$ cat src/rtl/kernel_bank.sv
// kernel_bank: double-buffered convolution coefficient store with per-bank running sums
module kernel_bank #(
  parameter int DATA_W = 4,
  parameter int TAPS   = 9,
  parameter int ADDR_W = 4,
  parameter int SUM_W  = DATA_W + 4
) (
  input  logic              CLK,
  input  logic              CLR,
  input  logic              wr_en,
  input  logic [ADDR_W-1:0] wr_addr,
  input  logic [DATA_W-1:0] wr_data,
  output logic              wr_err,
  input  logic              rd_en,
  input  logic [ADDR_W-1:0] rd_addr,
  output logic [DATA_W-1:0] rd_data,
  output logic              rd_valid,
  input  logic              swap_req,
  output logic              swap_pending,
  output logic              active_bank,
  output logic [SUM_W-1:0]  active_sum
);

  localparam logic [ADDR_W:0] TAPS_L = (ADDR_W + 1)'(TAPS);

  function automatic logic [DATA_W-1:0] dflt(input int i);
    return (i % 4 == 1) ? DATA_W'(2) : (i % 4 == 3) ? DATA_W'(0) : DATA_W'(1);
  endfunction

  function automatic logic [SUM_W-1:0] dsum();
    logic [SUM_W-1:0] s;
    s = '0;
    for (int i = 0; i < TAPS; i++) s = s + SUM_W'(dflt(i));
    return s;
  endfunction

  localparam logic [SUM_W-1:0] DSUM = dsum();

  typedef enum logic {IDLE, PENDING} state_t;

  state_t            state_q, state_d;
  logic              act_q, act_d;
  logic [DATA_W-1:0] bank_q [2][TAPS];
  logic [DATA_W-1:0] bank_d [2][TAPS];
  logic [SUM_W-1:0]  sum_q [2];
  logic [SUM_W-1:0]  sum_d [2];
  logic [DATA_W-1:0] rd_data_q, rd_data_d;
  logic              rd_valid_q, rd_valid_d;
  logic              wr_err_q, wr_err_d;
  logic              wr_ok, swap;

  // Swaps only on an edge without a read, so a read never straddles banks
  always_comb begin
    wr_ok      = wr_en && ({1'b0, wr_addr} < TAPS_L);
    swap       = !rd_en && (state_q == PENDING || swap_req);
    state_d    = (state_q == IDLE && swap_req && rd_en) ? PENDING :
                 (state_q == PENDING && !rd_en) ? IDLE : state_q;
    act_d      = act_q ^ swap;
    bank_d     = bank_q;
    sum_d      = sum_q;
    if (wr_ok) begin
      bank_d[~act_q][wr_addr] = wr_data;
      sum_d[~act_q] = sum_q[~act_q] - SUM_W'(bank_q[~act_q][wr_addr]) + SUM_W'(wr_data);
    end
    rd_valid_d = rd_en;
    rd_data_d  = !rd_en ? rd_data_q :
                 ({1'b0, rd_addr} < TAPS_L) ? bank_q[act_q][rd_addr] : '0;
    wr_err_d   = wr_en && !wr_ok;
  end

  always_ff @(posedge CLK) begin
    if (CLR) begin
      state_q    <= IDLE;
      act_q      <= 1'b0;
      for (int i = 0; i < TAPS; i++) begin
        bank_q[0][i] <= dflt(i);
        bank_q[1][i] <= dflt(i);
      end
      sum_q[0]   <= DSUM;
      sum_q[1]   <= DSUM;
      rd_data_q  <= '0;
      rd_valid_q <= 1'b0;
      wr_err_q   <= 1'b0;
    end else begin
      state_q    <= state_d;
      act_q      <= act_d;
      bank_q     <= bank_d;
      sum_q      <= sum_d;
      rd_data_q  <= rd_data_d;
      rd_valid_q <= rd_valid_d;
      wr_err_q   <= wr_err_d;
    end
  end

  assign wr_err       = wr_err_q;
  assign rd_data      = rd_data_q;
  assign rd_valid     = rd_valid_q;
  assign swap_pending = (state_q == PENDING);
  assign active_bank  = act_q;
  assign active_sum   = sum_q[act_q];

endmodule

$ cat config.mk
export PLATFORM = sky130hd
export DESIGN_NAME = kernel_bank
export DESIGN_NICKNAME = d
export VERILOG_FILES = /design/src/rtl/kernel_bank.sv
export SDC_FILE = /design/constraint.sdc
export NUM_CORES = 1
export LEC_CHECK = 0
export BUFFER_PORTS_ARGS = -buffer_cell sky130_fd_sc_hd__clkbuf_2
export CELL_PAD_IN_SITES_DETAIL_PLACEMENT = 1
export CELL_PAD_IN_SITES_GLOBAL_PLACEMENT = 1
export CORE_MARGIN = 2
export CORE_UTILIZATION = 35
export DETAILED_ROUTE_END_ITERATION = 10
export PLACE_DENSITY = 0.75
export SKIP_CTS_REPAIR_TIMING = 1
export SYNTH_ARGS = -nofsm -noshare
export SYNTH_HDL_FRONTEND = slang
export SYNTH_SLANG_ARGS = --single-unit
export TNS_END_PERCENT = 100
$ cat constraint.sdc
create_clock -name CLK -period 3.57 [get_ports CLK]
set_input_delay 0.357 -clock CLK [delete_from_list [all_inputs] [get_ports CLK]]
set_output_delay 0.357 -clock CLK [all_outputs]
set_load 0.02 [all_outputs]
Word level (Yosys, flattened, before mapping) --
Index checks and enable logic that the tools add are counted.
Storage, ports and cells: register bits after elaboration 96, input bits 17
Cells by class: add/subtract/negate cells 2, magnitude comparators 8, muxes and demuxes 29, bitwise operators 7, reduce and logical (&&, ||, !) cells 12
Operators by type and width (count):
- 36-bit 2-to-1 mux | 7
- 72-bit bitwise mux | 1
- 8-bit 2-to-1 mux | 7
- 36-bit demux with 1-bit select | 1
- 4-bit binary-select mux with 4-bit select | 2
- 4-bit 2-to-1 mux | 6
- 16-bit bitwise mux | 1
- 4-bit demux with 4-bit select | 1
- 5-bit greater-or-equal comparator, second input constant | 2
- 4-bit inverter with 5-bit output | 2
- 8-bit by 4-bit adder with 8-bit output | 1
- 8-bit demux with 1-bit select | 1
- 1-bit logical AND | 8
- 4-bit less-than comparator, second input constant | 2
- 8-bit by 4-bit subtractor with 8-bit output | 1
- 5-bit by 1-bit less-than comparator with 1-bit output, second input constant | 1
- 2-bit greater-or-equal comparator, second input constant | 2
- 1-bit inverter with 2-bit output | 2
- 1-bit logical NOT | 2
- 2-bit by 1-bit less-than comparator with 1-bit output, second input constant | 1
- 1-bit 2-to-1 mux | 2
- 1-bit inverter | 2
- 2-bit nonzero test | 1
- 1-bit logical OR | 1
- 1-bit XOR | 1

Depth between registers and ports, before layout --
word-level depth 11, mapped depth 17, depth with buffers taken out 14

Least setup slack after synthesis --
Ideal clock, no wire load.
path kind register to register, from register act_q (netlist: active_bank), to register sum_q[15] (netlist bit), setup time 0.121 ns, data arrival time 3.653 ns, data required time 3.449 ns, path slack -0.203 ns, cell stages (with the launch flop) 16, buffers on the path 3, clock period less this slack 3.773 ns, cells stage by stage dfxtp_1 > buf_4 > buf_6 > buf_6 > mux4_2 > mux2i_1 > o32a_1 > o21ai_0 > fa_1 > inv_1 > ha_1 > a211oi_1 > o21ai_0 > a21o_1 > a21oi_1 > mux2_2
Between the ends: cells in the longest elaborated chain, start to end 11, elaborated cells on any way between the ends 19
RTL lines:
- start: declaration | RTL line 42 | logic act_q, act_d;
- start signal: assignment | RTL line 86 | act_q <= act_d;
- 1-bit inverter (*) | RTL line 63 | sum_d[~act_q] = sum_q[~act_q] - SUM_W'(bank_q[~act_q][wr_addr]) + SUM_W'(wr_data);
- 1-bit inverter with 2-bit output (*) | RTL line 63
- 36-bit 2-to-1 mux (implied by the code) (3 in a row) | RTL line 63
- 4-bit binary-select mux with 4-bit select | RTL line 63
- 4-bit 2-to-1 mux (implied by the code) (2 in a row) | RTL line 63
- 8-bit by 4-bit subtractor with 8-bit output | RTL line 63
- 8-bit by 4-bit adder with 8-bit output | RTL line 63
- 16-bit bitwise mux (*) | RTL line 63
- end signal: assignment | RTL line 88 | sum_q <= sum_d;
- end: declaration | RTL line 45 | logic [SUM_W-1:0] sum_q [2];
Every way passes the cells marked *; elsewhere a longest branch is shown, timed or not. The select of a mux whose other input is x is not followed. A chain may end at the register's enable or synchronous reset.

Worst setup path after layout --
from register act_q (netlist: active_bank), to register sum_q[6] (netlist bit)
The elaborated chain is that of the path after synthesis.

==> results.py <==
metrics = {
    "global_route": {
        "antenna_found_initial": 0,
        "globalRouteTotalUtil_pct": 21.5,
        "grt_pass1_vias": 4835,
        "grt_max_degree": 83,
        "grt_pass1_wl_um": 27000,
        "grt.overflow.total": 0,
    },
    "timing": {
        "skew_ps": 10.7,
        "relSlewSlack_pct": 37.9,
        "max_freq_ghz": 0.267,
        "setup_ws_ps": -173,
        "finalCritPeriodShare_pct": 105,
        "maxSlewViolCount": 0,
        "hold_viol_final": 0,
        "tightest_slew_ps": 932,
        "finalSetupViolations": 4,
        "rsz0062_at_grt": "yes",
        "min_period_ps": 3740,
    },
    "clocking": {
        "clock-sinks": 96,
        "clock_latency_ps": 360,
        "cts_tree": "yes",
        "path_clk_slew_ps": 70,
        "clockBufferDepth": 2,
        "h-tree-depth": 3,
        "cts_made_buffers": 9,
        "root_buffer": "clkbuf_16",
    },
    "placed_design": {
        "place_congestion": 0.896,
        "placedCellCount": 779,
        "port_buffers": 32,
        "dp_hpwl_um": 12500,
        "placed_area_um2": 5860,
    },
    "floorplanning": {
        "die_area_um2": 16400,
        "die_w_um": 128,
        "initial_core_util_pct": 35.7,
        "num_rows": 45,
        "dieHeight_um": 128,
        "core_area_um2": 15100,
        "num_io_pins": 33,
    },
    "logic_synthesis": {
        "synth_area_per_cell_um2": 9.45,
        "synth_warnings": 0,
        "ys_types": 52,
        "ys.flop_type": "dfxtp_1",
        "synth_edf_count": 0,
        "synth_seq_cells": 96,
        "synth_area_um2": 5380,
        "syn_nets": 599,
        "synthArstFlopShare_pct": 0,
        "syn_inst": 570,
        "yosysSeqAreaShare_pct": 35.7,
    },
    "critical_path": {
        "crit_required_ps": 3840,
        "critical_path_class": "reg -> reg",
        "cpPeakStageDelay_ps": 530,
        "critPathCapture": "sum_q[6]",
        "crit_chain": "buf_4 > mux4_2 > mux2i_1 > o32a_1 > o21ai_1 > fa_1 > inv_1 > ha_4 > nor2b_1 > o31a_1 > or4_1 > o311a_1 > o31ai_1",
        "arrival_ps": 4010,
        "cp-start-kind": "flop",
        "r2r-start": "active_bank",
        "r2r_slack_ps": -170,
        "critPathSlowestCell": "fa_1",
        "worstSetupStartpoint": "active_bank",
        "endpoint_kind": "flop",
        "crit_path_max_fanout": 7,
        "rr_worst_depth": 13,
        "r2r_end": "sum_q[6]",
    },
    "pwr": {
        "pwr-share-comb_pct": 20.9,
        "ir_drop_mv": 0.228,
        "power.density_nw_per_um2": 430,
        "p_leak_nw": 2.41,
        "power_frac_seq_pct": 40.9,
        "clock_power_share_pct": 38.3,
        "p_int_w": 0.00196,
        "p_sw_share_pct": 28.5,
        "p_switching_w": 0.000781,
        "finalPower_w": 0.00274,
    },
    "detailed_routing": {
        "drt_iter0_markers": 282,
        "routed-via-count": 4678,
        "wl_um": 17600,
        "post-route-drc-count": 0,
        "viasPerCell": 5.83,
        "drt-pass1-iter-count": 4,
        "wl_per_cell_um": 21.9,
        "drtAntennaViolNets": 0,
    },
    "worst_hold_path": {
        "whs_path_depth": 3,
        "hp-class": "in -> reg",
    },
    "finish": {
        "design_area_um2": 6370,
        "nNetsFinal": 638,
        "fin_util_pct": 42.2,
        "syn2layout_area_growth_pct": 18.2,
        "drive_gt1_share_pct": 26.4,
        "final_cells": 802,
        "num_antenna_cells": 0,
    },
    "flow_run": {
        "maxCapViolations": 0,
    },
    "status": {
        "run_status": "finished, violations left",
        "violations": "negative setup slack",
    },
}
==> worst min-delay path by stage <==
stage / startpoint / to
after detailed placement: bank_q[27] / bank_q[27]
after global routing: swap_req / swap_pending
after floorplan: bank_q[27] / bank_q[27]
after global placement: rd_data[2] / rd_data[2]
final: swap_req / swap_pending
after CTS: swap_req / swap_pending
==> sequential cells by signal, indices dropped and copies added, names as in the netlist <==
register      flops
active_bank       1
rd_data           4
bank_q           72
sum_q            16
rd_valid          1
swap_pending      1
wr_err            1
==> critical path, delay by kind of cell (launching register included) <==
family                   cells  cell delay, ps
AO/OA/AOI/OAI                5             950
adder cells (fa/ha/maj)      2             790
multiplexers                 2             700
AND/OR/NAND/NOR              2             550
flip-flops                   1             410
buffers and inverters        2             250
==> routing by layer <==
layer | up-vias | part of all wire, % | routed length, um | track usage [%]
li1 | 2124 | - | - | -
met1 | 2391 | 45 | 7810 | 28.0
met2 | 128 | 49 | 8650 | 36.6
met3 | 35 | 3.5 | 622 | 3.42
met4 | 0 | 2.6 | 462 | 7.18
met5 | - | 0 | 0 | 0
==> synthesized netlist by cell type, types with 2 or more instances <==
| cell type | instances | share of area [%] |
|---|---|---|
| dfxtp_1 | 96 | 36 |
| nand2_1 | 67 | 4.7 |
| nor2_1 | 57 | 4.0 |
| mux2i_1 | 53 | 9.9 |
| a21oi_1 | 45 | 4.2 |
| nand3_1 | 37 | 3.4 |
| mux4_2 | 32 | 13 |
| clkbuf_1 | 21 | 1.5 |
| inv_1 | 20 | 1.4 |
| buf_2 | 16 | 1.5 |
| mux2_2 | 13 | 2.7 |
| o211ai_1 | 10 | 1.4 |
| nor2b_1 | 9 | 1.0 |
| ha_1 | 8 | 1.9 |
| o21ai_0 | 8 | 0.74 |
| buf_4 | 7 | 0.98 |
| a211o_1 | 6 | 0.98 |
| nor3_1 | 6 | 0.56 |
| o31ai_1 | 6 | 0.84 |
| fa_1 | 4 | 1.5 |
| a21o_1 | 3 | 0.42 |
| nand4_1 | 3 | 0.35 |
| nor3b_2 | 3 | 0.70 |
| o32a_1 | 3 | 0.56 |
| a211oi_1 | 2 | 0.28 |
| buf_6 | 2 | 0.42 |
| nand2b_1 | 2 | 0.23 |
| nand4b_1 | 2 | 0.33 |
| nor3b_1 | 2 | 0.28 |
| o21bai_1 | 2 | 0.28 |
| o31a_1 | 2 | 0.33 |
| or3_1 | 2 | 0.23 |
| xor2_1 | 2 | 0.33 |
==> power groups by stage <==
stage               combinational [W]  clock (W)  sequential (W)
floorplan                    0.000338          0         0.00114
global placement             0.000462          0         0.00114
detailed placement           0.000486          0         0.00114
CTS                          0.000489    0.00106         0.00112
global route                 0.000613    0.00110         0.00112
finish                       0.000571    0.00105         0.00112
==> layout make-up <==
| type | count | area, um2 |
|---|---|---|
| clock buffers | 10 | 229 |
| clock inverters | 6 | 83.8 |
| fillers | 1742 | 8720 |
| inverters | 21 | 78.8 |
| multi-input cells | 407 | 3290 |
| flip-flops and latches | 96 | 1930 |
| well taps | 188 | 235 |
| repair buffers | 74 | 519 |
==> layout by cell type (no fill, tap or decap), drive strengths merged, types with 4 or more instances in the layout <==
cell	n
buf	42
nor2b	9
clkbuf	42
fa	4
nor3	7
nand2	67
o31ai	6
nor2	57
ha	8
nor3b	5
a21oi	46
mux4	32
inv	20
nand3	37
mux2i	53
clkinv	5
a211o	6
mux2	14
o211ai	10
o21ai	8
dfxtp	96
==> per-stage QoR <==
step / setup TNS (ps) / worst slack (ps) / hold WS [ps]
after global placement: -388 / -129 / 452
after CTS: -1190 / -342 / 228
after global routing: -877 / -292 / 269
after detailed placement: -1210 / -339 / 465
final: -450 / -173 / 234
after floorplan: 0 / 1.63 / 443
==> cell families (layout without fill, tap and decap cells) <==
kind of cell	count (synthesis)	in the layout	synth area share, %
buffers and inverters	67	111	5.81
flip-flops	96	96	35.7
multiplexers	99	99	26.2
adder cells (fa/ha/maj)	12	12	3.35
XOR/XNOR	3	3	0.488
AO/OA/AOI/OAI	95	95	11.3
AND/OR/NAND/NOR	198	198	17.2
Note: power is estimated with default switching activity, not from simulation.
